<file path="config.mk">
export PLATFORM = sky130hd
export DESIGN_NAME = weight_fifo_drain_control
export DESIGN_NICKNAME = d
export VERILOG_FILES = /design/src/rtl/weight_fifo_drain_control_pkg.sv /design/src/rtl/weight_fifo_drain_control_skew_mask_gen.sv /design/src/rtl/weight_fifo_drain_control.sv
export SDC_FILE = /design/constraint.sdc
export NUM_CORES = 1
export LEC_CHECK = 0
export ABC_AREA = 0
export ABC_CLOCK_PERIOD_IN_PS = 4700
export BUFFER_PORTS_ARGS = -buffer_cell sky130_fd_sc_hd__buf_4
export CAP_MARGIN = 20
export CORE_UTILIZATION = 55
export CTS_BUF_LIST = sky130_fd_sc_hd__clkbuf_4
export CTS_CLUSTER_DIAMETER = 80
export DETAILED_ROUTE_END_ITERATION = 10
export GPL_TIMING_DRIVEN = 0
export PLACE_DENSITY = 0.81
export SLEW_MARGIN = 5
export SYNTH_ARGS = -nofsm -noshare
export SYNTH_HDL_FRONTEND = slang
export SYNTH_SLANG_ARGS = --single-unit
</file>
<file path="constraint.sdc">
create_clock -name clk -period 4.7 [get_ports clk]
set_clock_uncertainty 0.1 [all_clocks]
set_input_delay 0.235 -clock clk [delete_from_list [all_inputs] [get_ports clk]]
set_output_delay 0.235 -clock clk [all_outputs]
set_load 0.05 [all_outputs]
</file>
<file path="src/rtl/weight_fifo_drain_control_pkg.sv">
// Shared control definitions for the weight-path sequencers (fill and drain).
// Holds the drain FSM state encoding and a constant-foldable clog2.
package weight_fifo_drain_control_pkg;

    typedef enum logic [1:0] {
        IDLE       = 2'd0,
        DRAIN      = 2'd1,
        SHIFT_TAIL = 2'd2,
        LOAD       = 2'd3
    } drain_state_t;

    function automatic int clog2(input int value);
        int r;
        r = 0;
        for (int i = 0; i < 31; i++) begin
            if ((1 << i) < value) begin
                r = i + 1;
            end
        end
        return r;
    endfunction

endpackage

</file>
<file path="src/rtl/weight_fifo_drain_control_skew_mask_gen.sv">
// Diagonal skew mask: column i is enabled while count lies in [i, i+WIDTH_HEIGHT).
// Purely combinational; shared with the activation-input skew logic.
module skew_mask_gen #(
    parameter int WIDTH_HEIGHT = 16,
    parameter int CNT_W        = 5
) (
    input  logic [CNT_W-1:0]        count,
    input  logic                    active,
    output logic [WIDTH_HEIGHT-1:0] mask
);

    int c;

    always_comb begin
        mask = '0;
        c    = int'(count);
        for (int i = 0; i < WIDTH_HEIGHT; i++) begin
            mask[i] = active && (c >= i) && (c < i + WIDTH_HEIGHT);
        end
    end

endmodule

</file>
<file path="src/rtl/weight_fifo_drain_control.sv">
// Drains a full weight tile into the shadow registers with a one-column-per-cycle skew,
// then commits it with a single load strobe. All outputs registered.
module weight_fifo_drain_control
    import weight_fifo_drain_control_pkg::*;
#(
    parameter int WIDTH_HEIGHT = 16,
    parameter int CNT_W        = clog2(2 * WIDTH_HEIGHT)
) (
    input  logic                    clk,
    input  logic                    reset,
    input  logic                    start,
    output logic [WIDTH_HEIGHT-1:0] fifo_pop,
    output logic [WIDTH_HEIGHT-1:0] weight_shift,
    output logic                    weight_load,
    output logic                    busy,
    output logic                    done
);

    localparam logic [CNT_W-1:0] LAST_CNT = CNT_W'(2 * WIDTH_HEIGHT - 2);

    drain_state_t            state;
    logic [CNT_W-1:0]        count;
    logic [CNT_W-1:0]        nxt_count;
    logic                    nxt_drain;
    logic [WIDTH_HEIGHT-1:0] nxt_mask;

    // The pop mask is registered, so it is generated from the count the next cycle will hold.
    always_comb begin
        nxt_drain = 1'b0;
        nxt_count = '0;
        case (state)
            IDLE: begin
                nxt_drain = start;
            end
            DRAIN: begin
                if (count != LAST_CNT) begin
                    nxt_drain = 1'b1;
                    nxt_count = count + CNT_W'(1);
                end
            end
            default: begin
                nxt_drain = 1'b0;
            end
        endcase
    end

    skew_mask_gen #(
        .WIDTH_HEIGHT (WIDTH_HEIGHT),
        .CNT_W        (CNT_W)
    ) u_skew_mask_gen (
        .count  (nxt_count),
        .active (nxt_drain),
        .mask   (nxt_mask)
    );

    always_ff @(posedge clk) begin
        if (!reset) begin
            state        <= IDLE;
            count        <= '0;
            fifo_pop     <= '0;
            weight_shift <= '0;
            weight_load  <= 1'b0;
            busy         <= 1'b0;
            done         <= 1'b0;
        end else begin
            // FIFO read latency is one cycle, so the shadow shift trails the pop by one.
            weight_shift <= fifo_pop;
            fifo_pop     <= nxt_mask;
            count        <= nxt_count;
            weight_load  <= 1'b0;
            done         <= 1'b0;
            case (state)
                IDLE: begin
                    if (start) begin
                        state <= DRAIN;
                        busy  <= 1'b1;
                    end
                end
                DRAIN: begin
                    if (count == LAST_CNT) begin
                        state <= SHIFT_TAIL;
                    end
                end
                SHIFT_TAIL: begin
                    state       <= LOAD;
                    weight_load <= 1'b1;
                    done        <= 1'b1;
                end
                LOAD: begin
                    state <= IDLE;
                    busy  <= 1'b0;
                end
                default: begin
                    state <= IDLE;
                end
            endcase
        end
    end

endmodule

</file>
# Word level (Yosys, flattened, before mapping)
# Cells that the tools add are included.
# totals
word_cells,90
inputBits,3
ff_bits,41
out_inout_bits,35
# op_classes
reduce_logical,35
n_eq_ne,7
magnitude_cmp,31
mux,10
addsub,1
# op_table
operator,count
$lt 5x5->1 const B,16
$ge 5x4->1 const B,8
$logic_and 1x1->1,31
$ge 5x3->1 const B,4
$ge 5x2->1 const B,2
$mux 5,2
$pmux 2 s4,1
$add 5x1->5 const B,1
$eq 5x5->1 const B,1
$ge 5x1->1 const B,1
$ne 5x5->1 const B,1
$eq 2x2->1 const B,2
$mux 2,2
$ne 2x2->1 const B,2
$pmux 1 s2,2
$reduce_and 2->1,2
$mux 1,3
$eq 2x1->1 const B,1
$logic_not 2->1,1
$reduce_bool 2->1,1

# Longest topological paths before layout
# depth
depth_word,6
mapped_depth,9
ltp_nobuf,7

# By module
# From an unflattened synthesis, not the netlist that was laid out.
# unflattened
cells_unflattened,175
area_unflattened_um2,1732.9
# by_module_without_submodules
module,n_inst,seq_area_each_um2,cells_per_inst,area_per_inst_um2
weight_fifo_drain_control,1,820.8,124,1352.5
skew_mask_gen,1,0.0,51,380.4

# Least setup slack after synthesis
# No wires, ideal clock.
# synth_path
path_kind,reg2reg
from,register count[0]
to,register fifo_pop[13]
period_less_slack_ns,1.934
arrival_ns,1.743
path_slack_ns,2.766
required_time_ns,4.509
n_path_buf,1
setup_ns,0.091
path_stages_with_launch,9
path_cell_list,dfxtp_1 -> buf_2 -> inv_1 -> ha_1 -> o211a_1 -> o22a_1 -> or2_1 -> o22a_1 -> a311oi_1
# synth_via
elab_chain_len,6
elab_cells_between_ends,10
classes_between,add/sub: 1; order compare: 2; eq/ne: 1; mux: 4; reduce/logical: 2
# synth_rtl
item,line,text
"start, declared",weight_fifo_drain_control.sv:22,logic [CNT_W-1:0] count;
"start signal, assigned",weight_fifo_drain_control.sv:69,count <= nxt_count;
$add 5x1->5 or $ne 5x5->1 (tied branches),"weight_fifo_drain_control.sv:38, weight_fifo_drain_control.sv:36",
$mux 5,weight_fifo_drain_control.sv:36,if (count != LAST_CNT) begin
$mux 5,weight_fifo_drain_control.sv:31,case (state)
$ge 5x4->1,weight_fifo_drain_control_skew_mask_gen.sv:18,mask[i] = active && (c >= i) && (c < i + WIDTH_HEIGHT);
$logic_and 1x1->1,weight_fifo_drain_control_skew_mask_gen.sv:18,
$logic_and 1x1->1 *,weight_fifo_drain_control_skew_mask_gen.sv:18,
"end signal, assigned",weight_fifo_drain_control.sv:68,fifo_pop <= nxt_mask;
"end, declared",weight_fifo_drain_control.sv:12,"output logic [WIDTH_HEIGHT-1:0] fifo_pop,"
# Every way passes the cells marked *; elsewhere a longest branch is shown, timed or not.
# A chain may end at the register's enable or synchronous reset.

# Worst setup path in the final report
# layout_path
from,register count[0]
to,register fifo_pop[3]
# layout_via
elab_chain_len,6
elab_cells_between_ends,10
classes_between,add/sub: 1; order compare: 2; eq/ne: 1; mux: 4; reduce/logical: 2
# layout_rtl
item,line
$add 5x1->5 or $ne 5x5->1 (tied branches),"weight_fifo_drain_control.sv:38, weight_fifo_drain_control.sv:36"
$mux 5,weight_fifo_drain_control.sv:36
$mux 5,weight_fifo_drain_control.sv:31
$ge 5x2->1,weight_fifo_drain_control_skew_mask_gen.sv:18
$logic_and 1x1->1,weight_fifo_drain_control_skew_mask_gen.sv:18
$logic_and 1x1->1 *,weight_fifo_drain_control_skew_mask_gen.sv:18
# Marks and branches as above.

==> metrics.md <==
| Metric | Value |
|---|---|
| Diode count | 0 |
| Hold WC Path Type | primary input to flip-flop |
| I/O Pins | 38 |
| Fraction of registers with async set/reset | 0 |
| Leak | 0.0009483 µW |
| Slew @ Worst Pin | 0.5433 ns |
| GRT Total Usage | 0.1888 |
| CTS Sinks | a little over 40 |
| Setup crit end kind | flip-flop |
| Post-CTS setup buffer count | 0 |
| Setup violations, final | 0 |
| Utilization after layout | 0.7278 |
| Initial Utilization | 0.5879 |
| WP data arrival | 2.40 ns |
| Root Buffer | clkbuf_4 |
| Main combinational cell family by area after synthesis | simple AND/OR/NAND/NOR gates |
| Fraction of layout cells with a size suffix above 1 | 0.2464 |
| R2R Setup Slk | 2.46 ns |
| Hpwl dp | 2086 µm |
| Area growth from synthesis to layout | 23.79% |
| Tcrit/Tclk final | 0.4765 |
| Distinct cells, synth | 35 |
| Max-cap violations | 0 |
| CP Data Required Time | roughly 4.9 ns |
| Post-synth EDFFs | 0 |
| FF/Latch Area | roughly 800 µm² |
| IO Port Bufs | 37 |
| Worst R2R Start | count[0] |
| Post-Synth Adder-Cell Area | 0.04591 |
| Via density per instance | 5.091 |
| Min cycle time layout | 2.239 ns |
| Slowest-stage cell, CP | dfxtp_1 |
| Setup TNS | 0 ns |
| # DRC | 0 |
| Crit path launch type | flip-flop |
| Core area | approximately 2800 µm² |
| Die X | between 50 and 60 µm |
| Post-synthesis register bit count | around 40 |
| Status | finished clean |
| Via count | ~1200 |
| Synthesized cell area | 1635 µm² |
| Post_cts resized | 0 |
| Max clock buf depth | 2 |
| Vias in the first global route | ~1000 |
| Slew margin rel. | 0.6365 |
| Commonest non-fill, non-tap cell in the layout | dfxtp_1 |
| Fmax achieved | around 0.45 GHz |
| Total power | 872.8 µW |
| Hold Worst Slack | around 0.12 ns |
| Avg Cell Area, Syn | 9.792 µm² |
| Total grt overflow | 0 |
| Reg2reg end | fifo_pop[3] |
| Post-Syn Instances | around 170 |
| Sequential-to-total area share from yosys stat | 0.5019 |
| RSZ-0062 raised after global routing | false |
| Worst setup path start | count[0] |
| Nets | 220 |
| Compound-Gate Fraction of Synth Area | 0.09258 |
| Number of hold violations in the final report | 0 |
| Num CTS Buffers | 5 |
| Post-Synth XOR/XNOR Area | 0.03749 |
| Starting DRC count in detailed routing | 26 |
| Clock transition at path regs | between 0.1 and 0.15 ns |
| Synth Area in Simple Gates | 0.2020 |
| Most frequent cells in the layout | 41 x dfxtp_1, 38 x buf_4, 19 x and2_1, 17 x nor2_1, 11 x mux2i_1 |
| Primary FF master, synth | dfxtp_1 |
| Fin. max-slew vios | 0 |
| Power density over the cells | around 430 nW/µm² |
| Gpl congestion | 0.9259 |
| Peak fanout along the critical path | 10 |
| First-pass GRT wire length | around 4500 µm |
| Proportion of synthesized area in mux cells | 0.06733 |
| # H-tree levels | 2 |
| Pre-antenna DRT Iters | 4 |
| Multi-input logic area | 728.2 µm² |
| DR WL/cell | 11.52 µm |
| CTS tree | built |
| Hold Buf Count CTS | 0 |
| Max VDD drop | around 0.00043 V |
| ANT nets after route | 0 |
| DRT Wirelength | approximately 2800 µm |
| Worst Setup EP | fifo_pop[3] |
| Worst skew pair latency | between 0.3 and 0.4 ns |
| Slowest Stage Delay on Critical Path | around 0.37 ns |
| WS Path Type | flip-flop to flip-flop |
| Fillers | between 200 and 250 |
| FP Rows | 19 |
| Die H | around 57 µm |
| Initial antenna violation count | 0 |
| R2R cell count | 8 |
| Post-Synthesis Net Count | approximately 180 |
| Die outline area | around 3200 µm² |
| Cell Chain, Critical Path | buf_2, inv_1, ha_1, clkbuf_1, nand2_1, a2bb2oi_1, o221ai_1, mux2i_1 |
| Largest net degree at the start of global routing | 13 |
| YS warnings | 0 |
-- cell usage after synthesis (all sizes together) (4+ instances only) --
cell type	instances	area share
o21ai	4	0.012
dfxtp	41	0.50
and2	19	0.073
ha	6	0.046
buf	6	0.028
inv	7	0.016
a21oi	4	0.012
clkbuf	4	0.0092
nor2	17	0.039
xnor2	5	0.027
nand2	10	0.023
mux2i	11	0.067
nand3	6	0.021
-- cell type report --
| type | count | area share |
|---|---|---|
| Buffer | 10 | 0.02967 |
| Clock buffer | 5 | 0.01854 |
| Sequential cell | 41 | 0.4054 |
| Multi-Input combinational cell | 109 | 0.3597 |
| Clock inverter | 2 | 0.01731 |
| Inverter | 7 | 0.01298 |
| Timing Repair Buffer | 37 | 0.1372 |
| Tap cell | 31 | 0.01916 |
-- cell families (layout without fill, tap and decap cells) --
| group | after synthesis | after routing |
|---|---|---|
| AND/OR/NAND/NOR | 63 | 63 |
| adder cells (fa/ha/maj) | 6 | 6 |
| buffers and inverters | 17 | 61 |
| multiplexers | 11 | 11 |
| AO/OA/AOI/OAI | 22 | 22 |
| flip-flops | 41 | 41 |
| XOR/XNOR | 7 | 7 |
-- state kept, by name, summed over array words and instances, names as in the netlist --
| signal | cells |
|---|---|
| fifo_pop | 16 |
| weight_shift | 16 |
| count | 5 |
| state | 2 |
| busy | 1 |
| done | 1 |
-- stage by stage --
stage / setup slack [ns] / std cells / instance area [µm²]
finish: 2.461 / 242 / 2024
global route: 2.291 / 242 / 2024
CTS: 2.456 / 242 / 2024
detailed placement: 2.471 / 235 / 1952
global placement: 2.512 / 235 / 1952
floorplan: 2.766 / 167 / 1635
-- where the power goes --
group	switching, µW	internal (µW)
registers	17.0	374
clock network	101	108
logic	180	93.0
total	298	575
-- critical path: cells and delay by family, from the launching register on --
kind | cells | cell delay (ns)
buffers and inverters | 3 | 0.67
DFF | 1 | 0.37
AOI/OAI and AO/OA | 2 | 0.37
adders and majority gates | 1 | 0.33
muxes | 1 | 0.20
and+or+nand+nor | 1 | 0.13
-- routing by layer --
| layer | track usage | wire length (µm) |
|---|---|---|
| met5 | 0 | 0 |
| met1 | 0.2297 | 1277 |
| met2 | 0.2958 | 1287 |
| met4 | 0.09059 | 50 |
| met3 | 0.06682 | 171 |
-- worst min-delay path by stage --
stage,startpoint,endpoint,slack (ns),cells past startpoint
after floorplan,reset,fifo_pop[8],0.30,2
after global placement,fifo_pop[3],weight_shift[3],0.34,1
after detailed placement,fifo_pop[12],weight_shift[12],0.34,1
after CTS,reset,fifo_pop[5],0.10,3
after global routing,reset,fifo_pop[8],0.12,3
final,reset,fifo_pop[5],0.12,3
(Power assumes the default switching activity.)
